$ cat src/rtl/ras_checkpoint_q.sv
// ras_checkpoint_q: tagged RAS idx/cnt checkpoints, restored on mispredict into a registered RAS update.
module ras_checkpoint_q #(
  parameter int DEPTH = 16,
  parameter int IDX_W = 3,
  parameter int RAS_ENTRIES = 2**IDX_W,
  parameter int CNT_W = $clog2(RAS_ENTRIES + 1),
  localparam int TW = $clog2(DEPTH)
) (
  input  logic             CLK,
  input  logic             nRST,
  input  logic             enq_valid,
  input  logic [IDX_W-1:0] enq_ras_idx,
  input  logic [CNT_W-1:0] enq_ras_cnt,
  output logic             enq_ready,
  output logic [TW-1:0]    enq_tag,
  input  logic             commit_valid,
  input  logic             restore_valid,
  input  logic [TW-1:0]    restore_tag,
  input  logic [1:0]       restore_op,
  output logic             update_valid,
  output logic [IDX_W-1:0] update_ras_idx,
  output logic [CNT_W-1:0] update_ras_cnt
);
  logic [IDX_W-1:0] idx_mem_q [DEPTH];
  logic [CNT_W-1:0] cnt_mem_q [DEPTH];
  logic [TW:0]      head_q, head_d, tail_q, tail_d, count;
  logic [TW-1:0]    off;
  logic             empty, full, live, enq_fire, commit_fire;
  logic [IDX_W-1:0] s_idx, r_idx;
  logic [CNT_W-1:0] s_cnt, c_pop, r_cnt;
  always_comb begin
    count = tail_q - head_q;
    empty = count == '0;
    full = count[TW];
    enq_ready = !full && !restore_valid;
    enq_tag = tail_q[TW-1:0];
    enq_fire = enq_valid && enq_ready;
    commit_fire = commit_valid && !empty;
    off = restore_tag - head_q[TW-1:0];
    live = restore_valid && ({1'b0, off} < count);
    s_idx = idx_mem_q[restore_tag];
    s_cnt = cnt_mem_q[restore_tag];
    // pop is applied before push so link+ret leaves idx unchanged and cnt saturates correctly
    r_idx = s_idx + IDX_W'(restore_op[0]) - IDX_W'(restore_op[1]);
    c_pop = (restore_op[1] && s_cnt != '0) ? s_cnt - CNT_W'(1) : s_cnt;
    r_cnt = (restore_op[0] && c_pop != CNT_W'(RAS_ENTRIES)) ? c_pop + CNT_W'(1) : c_pop;
    head_d = head_q + {{TW{1'b0}}, commit_fire};
    tail_d = live ? head_q + {1'b0, off} + (TW+1)'(1) : tail_q + {{TW{1'b0}}, enq_fire};
  end
  always_ff @(posedge CLK or negedge nRST)
    if (!nRST) begin
      head_q <= '0;
      tail_q <= '0;
      update_valid <= 1'b0;
      update_ras_idx <= '0;
      update_ras_cnt <= '0;
    end else begin
      head_q <= head_d;
      tail_q <= tail_d;
      update_valid <= live;
      if (live) begin
        update_ras_idx <= r_idx;
        update_ras_cnt <= r_cnt;
      end
    end
  always_ff @(posedge CLK)
    if (enq_fire) begin
      idx_mem_q[tail_q[TW-1:0]] <= enq_ras_idx;
      cnt_mem_q[tail_q[TW-1:0]] <= enq_ras_cnt;
    end
endmodule

$ cat config.mk
export PLATFORM = sky130hd
export DESIGN_NAME = ras_checkpoint_q
export DESIGN_NICKNAME = d
export VERILOG_FILES = /design/src/rtl/ras_checkpoint_q.sv
export SDC_FILE = /design/constraint.sdc
export NUM_CORES = 1
export LEC_CHECK = 0
export CAP_MARGIN = 20
export CORE_MARGIN = 4
export CORE_UTILIZATION = 58
export CTS_CLUSTER_DIAMETER = 100
export CTS_CLUSTER_SIZE = 30
export DETAILED_ROUTE_END_ITERATION = 16
export GPL_ROUTABILITY_DRIVEN = 0
export GPL_TIMING_DRIVEN = 0
export PLACE_DENSITY = 0.77
export SLEW_MARGIN = 20
export SYNTH_ARGS = -nofsm -noshare
export SYNTH_HDL_FRONTEND = slang
export SYNTH_SLANG_ARGS = --single-unit
$ cat constraint.sdc
create_clock -name CLK -period 8.71 [get_ports CLK]
set_input_delay 1.742 -clock CLK [delete_from_list [all_inputs] [get_ports CLK]]
set_output_delay 1.742 -clock CLK [all_outputs]
set_load 0.01 [all_outputs]
# Yosys cells after proc, flatten, opt, wreduce, memory -nomap -nowiden
# Memory sizes are Yosys's and may differ from the RTL's.
# Cells that the tools add are included.
# totals
reg_bits	18
mem_bits_rw	112
out_inout_bits	13
elab_cells	35
n_memories	2
# classes
n_addsub	10
order_cmp	1
n_eq_ne	1
n_mux	5
n_reduce_logical	11
# mem_list
name	depth	width	read_ports	rd_ports_with_merged_regs	wr	line	rtl
cnt_mem_q	16	4	1	0	1	25	logic [CNT_W-1:0] cnt_mem_q [DEPTH];
idx_mem_q	16	3	1	0	1	24	logic [IDX_W-1:0] idx_mem_q [DEPTH];
# ops
cell	count
5-bit by 1-bit adder with 5-bit output	2
4-bit 2-to-1 mux	2
1-bit logical AND	6
5-bit by 1-bit adder with 5-bit output, second input constant	1
5-bit by 4-bit adder with 5-bit output	1
5-bit logical NOT	1
4-bit by 5-bit < comparator with 1-bit output	1
5-bit 2-to-1 mux	1
5-bit subtractor	1
4-bit by 1-bit adder with 4-bit output, second input constant	1
4-bit inequality test, second input constant	1
4-bit nonzero test	1
4-bit by 1-bit subtractor with 4-bit output, second input constant	1
4-bit subtractor	1
3-bit by 1-bit adder with 3-bit output	1
1-bit logical NOT	3
3-bit by 1-bit subtractor with 3-bit output	1
1-bit 2-to-1 mux	2

# Logic depth before layout (Yosys ltp)
# Gate-level depths: netlist of run 1.
# An unclocked memory read counts as a cell.
# depth
word_depth	7
depth_mapped	15
mapped_depth_nobuf	14

# Worst setup path before layout of run 1
# OpenSTA, ideal clock, no wires.
# synth_path
kind	input-to-reg
startpoint	input restore_tag[1]
endpoint	register update_ras_idx[2]
arrival_time_ps	4420
t_required_ps	8573
path_slack_ps	4153
path_stages	13
path_cell_list	buf_2 > buf_2 > clkbuf_1 > mux4_2 > mux4_2 > inv_1 > ha_1 > inv_1 > ha_1 > fa_1 > xor2_1 > xnor2_1 > o21ai_1
# synth_via
elab_chain_len	3
elab_cells_between_ends	6
# synth_lines
element	line	rtl
from (decl)	18	input logic [TW-1:0] restore_tag,
memory 16 x 3 bit / 4-bit subtractor (equally long branches)	-	
3-bit by 1-bit adder with 3-bit output / 4-bit by 5-bit < comparator with 1-bit output (equally long branches)	44, 40	
3-bit by 1-bit subtractor with 3-bit output / 1-bit logical AND (equally long branches)	44, 40	
to (signal assigned)	62	update_ras_idx <= r_idx;
to (decl)	21	output logic [IDX_W-1:0] update_ras_idx,
# Several ways; a longest one is shown, not always the timed one.
# A chain may end at the register's enable or synchronous reset.

# Worst setup path after layout of run 1
# Same ends and word-level chain as after synthesis.

==> impl_metrics.toml, run 1 <==
[status]
run_status = "finished clean"

[sta]
fmax_ghz = 0.1882
finalClockSkew_ns = 0.005807
finalCritPeriodShare_pct = 61.01
slew_violations = 0
worst_max_slew_pin_slew_ns = 0.8652
final.min_clock_period_ns = 5.314
setup_violations = 0
final_sum_of_negative_setup_slack_ns = 0
normalized_max_slew_margin_pct = 42.14
rsz0062_at_grt = "false"
final-hold-violation-count = 0

[worst_setup_path]
worst_r2r_startpoint = "tail_q[0]$_DFF_PN0_"
critical-path-slowest-cell = "clkbuf_1"
critical_path.cell_chain = "clkdlybuf4s50_1 -> buf_2 -> buf_2 -> clkbuf_1 -> mux4_2 -> mux4_2 -> inv_1 -> ha_1 -> inv_1 -> ha_1 -> fa_1 -> xor2_1 -> xnor2_1 -> o21ai_1"
end_kind = "register"
cpLargestDelayFamily = "buffers and inverters"
crit_path_buffers_inverters = 6
r2r-end = "cnt_mem_q[10][2]$_DFFE_PP_"
worst_ep_arrival_time_ns = 5.68
critPathMaxStageDelay_ns = 0.55
critPathLaunchType = "input pin"
path_max_fanout = 10
reg2reg_slack_ns = 5.20
worst_r2r_path_depth = 12
type_of_the_setup_path_with_the_least_slack = "input pin to register"
crit_required_ns = 9.08

[drt]
post_drt_via_cell_ratio = 5.924
topRoutingLayerUsed = "met4"
detail_route.wl_per_cell_microns = 21.25
met3_wirelength_from_detailed_routing_microns = 725
m1WireLength_mm = 4.919
finalWirelength_mm = 11.69
met2_wire_len_mm = 5.964
drt_pre_antenna_iters = 5
drtIter0Drc = 218
remaining_antenna_violation_count_after_routing = 0
route.vias.total = 3258
post-route-drc-count = 0

[floorplanning]
ios = 31
die_area_sq_um = 12000
die_x_microns = 109.5
floorplan.initialDensity_pct = 60.34
die_y_microns = 109.5
coreArea_sq_um = 9910
std_cell_rows = 36

[yosys]
synth-warning-count = 0
sequential_fraction_of_the_synthesis_area_pct = 63.78
synthFlopType = "edfxtp_1"
synth.avg_cell_area_sq_um = 16.75
syn-instance-count = 357
synth_enable_flop_cells = 112
synth.lib_cells_used.distinct = 51
number_of_synthesized_register_bits = 130
synth-async-reset-ratio_pct = 13.85
netlist_area_sq_um = 5979
synth_fp_nets = 402

[global_routing]
maximum_number_of_pins_on_one_net_before_global_route_repair = 19
grt_first_pass_wirelength_mm = 18.71
global_route.overflow_total = 0
grt_pass1_vias = 3339
grt_overall_usage_pct = 21.85
grt_antenna_before_repair = 0

[hold_path]
timing.hold.worst_path_depth = 2
destination_of_the_worst_hold_path = "update_ras_cnt[3]$_DFFE_PN0N_"
min-delay-path-class = "register to register"
worst_hold_startpoint = "update_ras_cnt[3]$_DFFE_PN0N_"

[place]
numPortBuffers = 28
dpl_cell_area_sq_um = 6446
place_hpwl_mm = 7.966

[cts]
clock_tree.root_cell = "clkbuf_8"
clock_insertion_delay_worst_skew_ns = 0.50
post_cts_hold_buffer_count = 0
cts.clk_slew.worst_paths_ns = 0.06
post_cts.repair.setup_buffers = 0
cts.htree.levels = 4
cts.sink_count = 130
cts_tree = "yes"
max-clock-path-buffers = 2
postCtsResizedCells = 0
cts-buffers-inserted = 17

[layout]
post_layout_nets = 449
post-route-cell-area_sq_um = 7004
drive_above_1_share_pct = 20.38
area.growth.synth_to_final_pct = 17.14
num_antenna_cells = 0
mostFrequentLayoutCells = "112 x edfxtp_1, 28 x clkdlybuf4s50_1, 25 x mux4_2"
layout_commonest_cell = "edfxtp_1"

[pwr]
power.share.clock_pct = 29.9
sw_frac_of_total_pct = 32.47
irDropWorstVdd_v = 0.0001785
leakage_nw = 2.523
switchingPower_uw = 719.2
share_seq_of_total_power_pct = 36.4
cellInternalPower_mw = 1.496
powerDensity_nw_per_um2 = 316.3
share_comb_of_total_power_pct = 33.7

[flow_run]
cap_violations = 0
tightest hold or removal path, cell delays in order (launching register included):
cell     delay (ns)
dfrtp_1        0.34
nand2_1        0.06
o31ai_2        0.05
final cells by class:
type / instances / area (sq um)
Fill cell: 629 / 2905
Clock buffer: 17 / 414.1
Inverter: 20 / 75.07
Multi-Input combinational cell: 190 / 2003
Sequential cell: 130 / 3814
Buffer: 17 / 107.6
Timing Repair Buffer: 28 / 280.3
Clock inverter: 15 / 143.9
Tap cell: 133 / 166.4
cell usage after synthesis, drive strengths merged, types with 4 or more instances:
master	count	area share (%)
clkbuf	7	0.44
edfxtp	112	56
o21ai	5	0.42
nand2	18	1.1
nor3	5	0.50
ha	23	4.8
a21o	7	0.88
mux2	5	0.94
a21oi	10	0.84
fa	4	1.3
xor2	7	1.0
buf	10	1.4
dfrtp	18	7.5
xnor2	13	1.9
mux4	31	12
nand3	7	0.59
nor2	18	1.1
mux2i	4	0.67
inv	19	1.2
power by group through the flow:
| stage | Combinational [mW] | Clock (mW) | Sequential, mW |
|---|---|---|---|
| after floorplan | 0.531 | 0 | 0.811 |
| after global placement | 0.720 | 0 | 0.815 |
| after detailed placement | 0.746 | 0 | 0.819 |
| after CTS | 0.752 | 0.669 | 0.806 |
| after global routing | 0.841 | 0.703 | 0.815 |
| final | 0.747 | 0.662 | 0.806 |
through the flow:
step | utilization (%) | cells | hold WS, ns | total power, mW | setup WS (ns)
detailed placement | 65.05 | 518 | 0.4734 | 1.565 | 2.875
CTS | 70.68 | 550 | 0.4874 | 2.227 | 3.374
global route | 70.68 | 550 | 0.5290 | 2.359 | 3.205
floorplan | - | 357 | 0.5023 | 1.342 | 4.153
finish | 70.68 | 550 | 0.4838 | 2.215 | 3.396
global placement | 64.85 | 518 | 0.4670 | 1.535 | 2.908
flip-flops by register name (all words and copies together), names as in the netlist:
name and count:
cnt_mem_q 64, head_q 5, update_ras_idx 3, update_valid 1, tail_q 5, update_ras_cnt 4, idx_mem_q 48
how the worst max path moves through the flow:
stage	startpoint	slack, ns	cells past startpoint	end
global route	restore_tag[1]	3.21	14	update_ras_idx[2]$_DFFE_PN0N_
global placement	restore_tag[1]	2.91	14	update_ras_idx[2]$_DFFE_PN0N_
detailed placement	restore_tag[1]	2.88	14	update_ras_idx[2]$_DFFE_PN0N_
floorplan	restore_tag[1]	4.15	13	update_ras_idx[2]$_DFFE_PN0N_
finish	restore_tag[1]	3.40	14	update_ras_idx[2]$_DFFE_PN0N_
CTS	restore_tag[1]	3.37	14	update_ras_idx[2]$_DFFE_PN0N_
routing by layer:
layer | vias up | GRT usage [%]
met5 | - | 0
li1 | 1482 | -
met3 | 9 | 4.639
met2 | 119 | 35.70
met1 | 1648 | 30.44
met4 | 0 | 5.343
logic make-up after synthesis:
logic type,Yosys count,synth area share (%)
fa+ha+maj,27,6.152
buf+inv,37,3.055
xor+xnor,20,2.930
flops,130,63.78
mux,40,13.66
simple gates,67,6.089
compound gates,36,4.332
No activity file was read; power rests on OpenSTA's default activity.
==> inputs of run 2 (changes only) <==
--- a/config.mk
+++ b/config.mk
@@ -7,13 +7,13 @@
 export LEC_CHECK = 0
 export CAP_MARGIN = 20
 export CORE_MARGIN = 4
-export CORE_UTILIZATION = 58
+export CORE_UTILIZATION = 54
 export CTS_CLUSTER_DIAMETER = 100
 export CTS_CLUSTER_SIZE = 30
 export DETAILED_ROUTE_END_ITERATION = 16
 export GPL_ROUTABILITY_DRIVEN = 0
 export GPL_TIMING_DRIVEN = 0
-export PLACE_DENSITY = 0.77
+export PLACE_DENSITY = 0.76
 export SLEW_MARGIN = 20
 export SYNTH_ARGS = -nofsm -noshare
 export SYNTH_HDL_FRONTEND = slang
==> constraint.sdc (replaced) <==
create_clock -name CLK -period 4.6 [get_ports CLK]
set_input_delay 0.92 -clock CLK [delete_from_list [all_inputs] [get_ports CLK]]
set_output_delay 0.92 -clock CLK [all_outputs]
set_load 0.01 [all_outputs]
==> impl_metrics.toml, run 2 (synthesis gave the netlist of run 1 again) <==
[drt]
post-route-drc-count = 0
route.vias.total = 3249
finalWirelength_mm = 11.84
met2_wire_len_mm = 5.714
post_drt_via_cell_ratio = 5.833
detail_route.wl_per_cell_microns = 21.26
met3_wirelength_from_detailed_routing_microns = 699
m1WireLength_mm = 5.117
remaining_antenna_violation_count_after_routing = 0
drt_pre_antenna_iters = 5
drtIter0Drc = 280
topRoutingLayerUsed = "met4"

[layout]
area.growth.synth_to_final_pct = 17.24
mostFrequentLayoutCells = "112 x edfxtp_1, 28 x clkdlybuf4s50_1, 25 x mux4_2"
drive_above_1_share_pct = 19.66
largest_register_ffs = 64
post_layout_nets = 449
num_antenna_cells = 0
layout_commonest_cell = "edfxtp_1"

[cts]
cts.htree.levels = 4
clock_insertion_delay_worst_skew_ns = 0.53
cts.sink_count = 130
cts.clk_slew.worst_paths_ns = 0.06
cts-buffers-inserted = 17
clock_tree.root_cell = "clkbuf_8"
max-clock-path-buffers = 2
postCtsResizedCells = 0
post_cts_hold_buffer_count = 0
cts_tree = "yes"
post_cts.repair.setup_buffers = 0

[floorplanning]
die_area_sq_um = 12820
floorplan.initialDensity_pct = 55.16
coreArea_sq_um = 10840
die_x_microns = 113.2
std_cell_rows = 38
die_y_microns = 113.2
ios = 31

[worst_setup_path]
worst_ep_arrival_time_ns = 4.71
crit_required_ns = 4.99
worst_r2r_path_depth = 12
type_of_the_setup_path_with_the_least_slack = "input pin to register"
end_kind = "register"
path_max_fanout = 10
critPathLaunchType = "input pin"

[global_routing]
grt_antenna_before_repair = 0
maximum_number_of_pins_on_one_net_before_global_route_repair = 19
grt_first_pass_wirelength_mm = 18.44
global_route.overflow_total = 0
grt_pass1_vias = 3301
grt_overall_usage_pct = 20.08

[sta]
final.min_clock_period_ns = 4.320
finalClockSkew_ns = 0.005431
normalized_max_slew_margin_pct = 28.04
final_sum_of_negative_setup_slack_ns = 0
setup_violations = 0
finalCritPeriodShare_pct = 93.91
worst_max_slew_pin_slew_ns = 1.075
final-hold-violation-count = 0
slew_violations = 0
rsz0062_at_grt = "false"
fmax_ghz = 0.2315

[hold_path]
timing.hold.worst_path_depth = 2
min-delay-path-class = "register to register"

[place]
numPortBuffers = 28
place_hpwl_mm = 7.896

[pwr]
leakage_nw = 2.513
powerDensity_nw_per_um2 = 598.6
irDropWorstVdd_v = 0.0005025
post-layout-total-power_mw = 4.197

[status]
run_status = "finished clean"

[flow_run]
cap_violations = 0
-- run 2: critical path, stage by stage --
cell and delay [ns]:
clkdlybuf4s50_1 0.53, buf_2 0.30, buf_2 0.33, clkbuf_1 0.51, mux4_2 0.42, mux4_2 0.51
inv_1 0.08, ha_1 0.11, inv_1 0.04, ha_1 0.19, fa_1 0.37, xor2_1 0.19
xnor2_1 0.14, o21ai_1 0.07
-- run 2: cell type report --
| type | instances | area [sq um] |
|---|---|---|
| clock buffer | 18 | 417.9 |
| tap | 140 | 175.2 |
| buffer | 17 | 107.6 |
| timing repair buffer | 28 | 280.3 |
| inverter | 20 | 75.07 |
| clock inverter | 14 | 137.6 |
| multi-input combinational | 190 | 2003 |
| sequential | 130 | 3814 |
| fill | 737 | 3830 |
-- run 2: layer usage --
layer  vias to the layer above  GRT usage, %
met5                         -             0
met4                         0         7.292
met3                        20         7.219
met2                       116         30.41
met1                      1638         27.08
li1                       1475             -
-- run 2: metrics by stage --
stage,std cells,utilization [%],cell area (sq um),hold WS (ns),setup slack [ns]
2_1_floorplan,357,-,5979,0.5023,0.8649
3_3_place_gp,525,59.36,6435,0.4746,-0.2506
3_5_place_dp,525,59.55,6455,0.4800,-0.3003
4_1_cts,557,64.67,7010,0.4933,0.2494
5_1_grt,557,64.67,7010,0.5098,0.04602
6_report,557,64.67,7010,0.4880,0.2803
-- run 2: final timing paths --
path,slack (ns),from,end
max reg2reg,0.87,tail_q[0]$_DFF_PN0_,cnt_mem_q[14][3]$_DFFE_PP_
min in group asynchronous,0.85,nRST,head_q[0]$_DFF_PN0_
max,0.28,restore_tag[1],update_ras_idx[2]$_DFFE_PN0N_
min,0.49,update_ras_cnt[0]$_DFFE_PN0N_,update_ras_cnt[0]$_DFFE_PN0N_
max in group asynchronous,3.24,nRST,update_ras_cnt[2]$_DFFE_PN0N_
min reg2reg,0.49,update_ras_cnt[0]$_DFFE_PN0N_,update_ras_cnt[0]$_DFFE_PN0N_
-- run 2: where the power goes --
group	switching, mW	internal [mW]
clock	0.489	0.765
combinational	0.743	0.676
sequential	0.0986	1.42
total	1.33	2.87
==> inputs of run 3 (changes only) <==
==> constraint.sdc (replaced) <==
create_clock -name CLK -period 3.57 [get_ports CLK]
set_input_delay 0.714 -clock CLK [delete_from_list [all_inputs] [get_ports CLK]]
set_output_delay 0.714 -clock CLK [all_outputs]
set_load 0.02 [all_outputs]
==> impl_metrics.toml, run 3 (synthesis gave the netlist of run 1 again) <==
[floorplanning]
std_cell_rows = 38
floorplan.initialDensity_pct = 55.16
die_x_microns = 113.2
die_area_sq_um = 12820
die_y_microns = 113.2
coreArea_sq_um = 10840
ios = 31

[worst_setup_path]
timing.critical_path.depth = 9
worst_r2r_path_depth = 12
r2r-end = "cnt_mem_q[1][1]$_DFFE_PP_"
critPathLaunchType = "register"
critPathMaxStageDelay_ns = 0.44
crit_path_buffers_inverters = 3
reg2reg_slack_ns = 0.16
type_of_the_setup_path_with_the_least_slack = "register to primary output"
crit_required_ns = 2.86
timing.critical_path.to = "enq_ready"
path_max_fanout = 5
cpLargestDelayFamily = "adder cells"
critical_path.cell_chain = "inv_2 -> ha_1 -> inv_1 -> fa_1 -> a21o_1 -> a21oi_1 -> xnor2_1 -> nor2_1 -> dlygate4sd2_1"
cp-startpoint = "tail_q[0]$_DFF_PN0_"
worst_ep_arrival_time_ns = 2.72
critical-path-slowest-cell = "dfrtp_1"
worst_r2r_startpoint = "tail_q[0]$_DFF_PN0_"
end_kind = "primary output"

[global_routing]
gr-max-usage-layer = "met2"
grt_overall_usage_pct = 20.17
maximum_number_of_pins_on_one_net_before_global_route_repair = 19
gr-usage-met2_pct = 30.57
grt_first_pass_wirelength_mm = 18.53
grtUsageMet1_pct = 27.34
grt_antenna_before_repair = 0
global_routing_met3_resource_utilization_pct = 7.166
global_route.overflow_total = 0
grt_pass1_vias = 3305

[status]
run_status = "finished clean"

[drt]
finalWirelength_mm = 12.04
post-route-drc-count = 0
drtIter0Drc = 296
post_drt_via_cell_ratio = 5.869
remaining_antenna_violation_count_after_routing = 0
detail_route.wl_per_cell_microns = 21.57
route.vias.total = 3275
drt_pre_antenna_iters = 7

[place]
numPortBuffers = 28
place_worst_setup_slack_ns = -1.124
dpl_cell_area_sq_um = 6455
place_hpwl_mm = 7.896

[layout]
mostFrequentLayoutCells = "112 x edfxtp_1, 27 x clkdlybuf4s50_1, 25 x mux4_2"
drive_above_1_share_pct = 23.68
area.growth.synth_to_final_pct = 19.54
largest_register_ffs = 64
finalCoreUtilization_pct = 65.94
layout_commonest_cell = "edfxtp_1"
post_layout_nets = 450
num_antenna_cells = 0
post-route-cell-area_sq_um = 7148

[pwr]
irDropWorstVdd_v = 0.0006667
powerDensity_nw_per_um2 = 776.0
leakage_nw = 2.552
post-layout-total-power_mw = 5.547

[cts]
cts.clk_slew.worst_paths_ns = 0.06
cts-buffers-inserted = 17
cts.htree.levels = 4
cts.sink_count = 130
clock_tree.root_cell = "clkbuf_8"
cts_tree = "yes"
clock_insertion_delay_worst_skew_ns = 0.53
post_cts_hold_buffer_count = 0
max-clock-path-buffers = 2

[sta]
finalClockSkew_ns = 0.006121
final_critical_path_setup_slack_ns = 0.1372
rsz0062_at_grt = "true"
finalCritPeriodShare_pct = 96.16
final-hold-violation-count = 0
slew_violations = 0
fmax_ghz = 0.2913
worst_max_slew_pin_slew_ns = 0.8220
setup_violations = 0
final.min_clock_period_ns = 3.433
normalized_max_slew_margin_pct = 45.20

[flow_run]
cap_violations = 0

[hold_path]
min-delay-path-class = "register to register"
==> run 3: worst min path at each step <==
stage | from | end | slack, ns | cells past startpoint
final | update_ras_cnt[0]$_DFFE_PN0N_ | update_ras_cnt[0]$_DFFE_PN0N_ | 0.49 | 2
after global routing | update_ras_cnt[3]$_DFFE_PN0N_ | update_ras_cnt[3]$_DFFE_PN0N_ | 0.51 | 2
after CTS | update_ras_cnt[0]$_DFFE_PN0N_ | update_ras_cnt[0]$_DFFE_PN0N_ | 0.49 | 2
after detailed placement | update_ras_cnt[0]$_DFFE_PN0N_ | update_ras_cnt[0]$_DFFE_PN0N_ | 0.48 | 2
after global placement | update_ras_idx[2]$_DFFE_PN0N_ | update_ras_idx[2]$_DFFE_PN0N_ | 0.47 | 2
after floorplan | nRST | head_q[0]$_DFF_PN0_ | 0.42 | 0
==> run 3: repair_timing <==
item	in CTS	in global routing
endpoints found under the setup margin	56	98
buffers inserted	0	2
gates cloned	0	0
resized for setup	12	21
pin swaps	0	3
==> run 3: area by class of cell <==
cell class                 count  area (sq um)
sequential                   130          3814
fill                         718          3692
multi-input combinational    190          2088
clock buffer                  18         417.9
timing repair buffer          30         319.1
tap                          140         175.2
clock inverter                14         137.6
buffer                        16         121.4
inverter                      20         75.07
==> run 3: per-layer routing <==
layer  wire (microns)  vias to the layer above
met3              815                       20
met1             5085                     1647
met5                0                        -
met4              261                        0
li1                 -                     1483
met2             5874                      125
==> run 3: worst min-delay path, stage by stage, from the launching register on <==
cell     delay (ns)
dfrtp_1        0.34
nand2_1        0.06
o31ai_2        0.05
==> run 3: power by group <==
group	switching (mW)	internal, mW	leakage (nW)
logic	1.08	0.880	1.07
clock network	0.634	0.986	0.262
registers	0.129	1.83	1.22
==> run 3: metrics by stage <==
| stage | TNS, ns | hold WS (ns) | std cells |
|---|---|---|---|
| 2_1_floorplan | 0 | 0.4184 | 357 |
| 3_3_place_gp | -9.731 | 0.4746 | 525 |
| 3_5_place_dp | -7.261 | 0.4800 | 525 |
| 4_1_cts | -0.9211 | 0.4933 | 557 |
| 5_1_grt | -1.015 | 0.5098 | 558 |
| 6_report | 0 | 0.4879 | 558 |
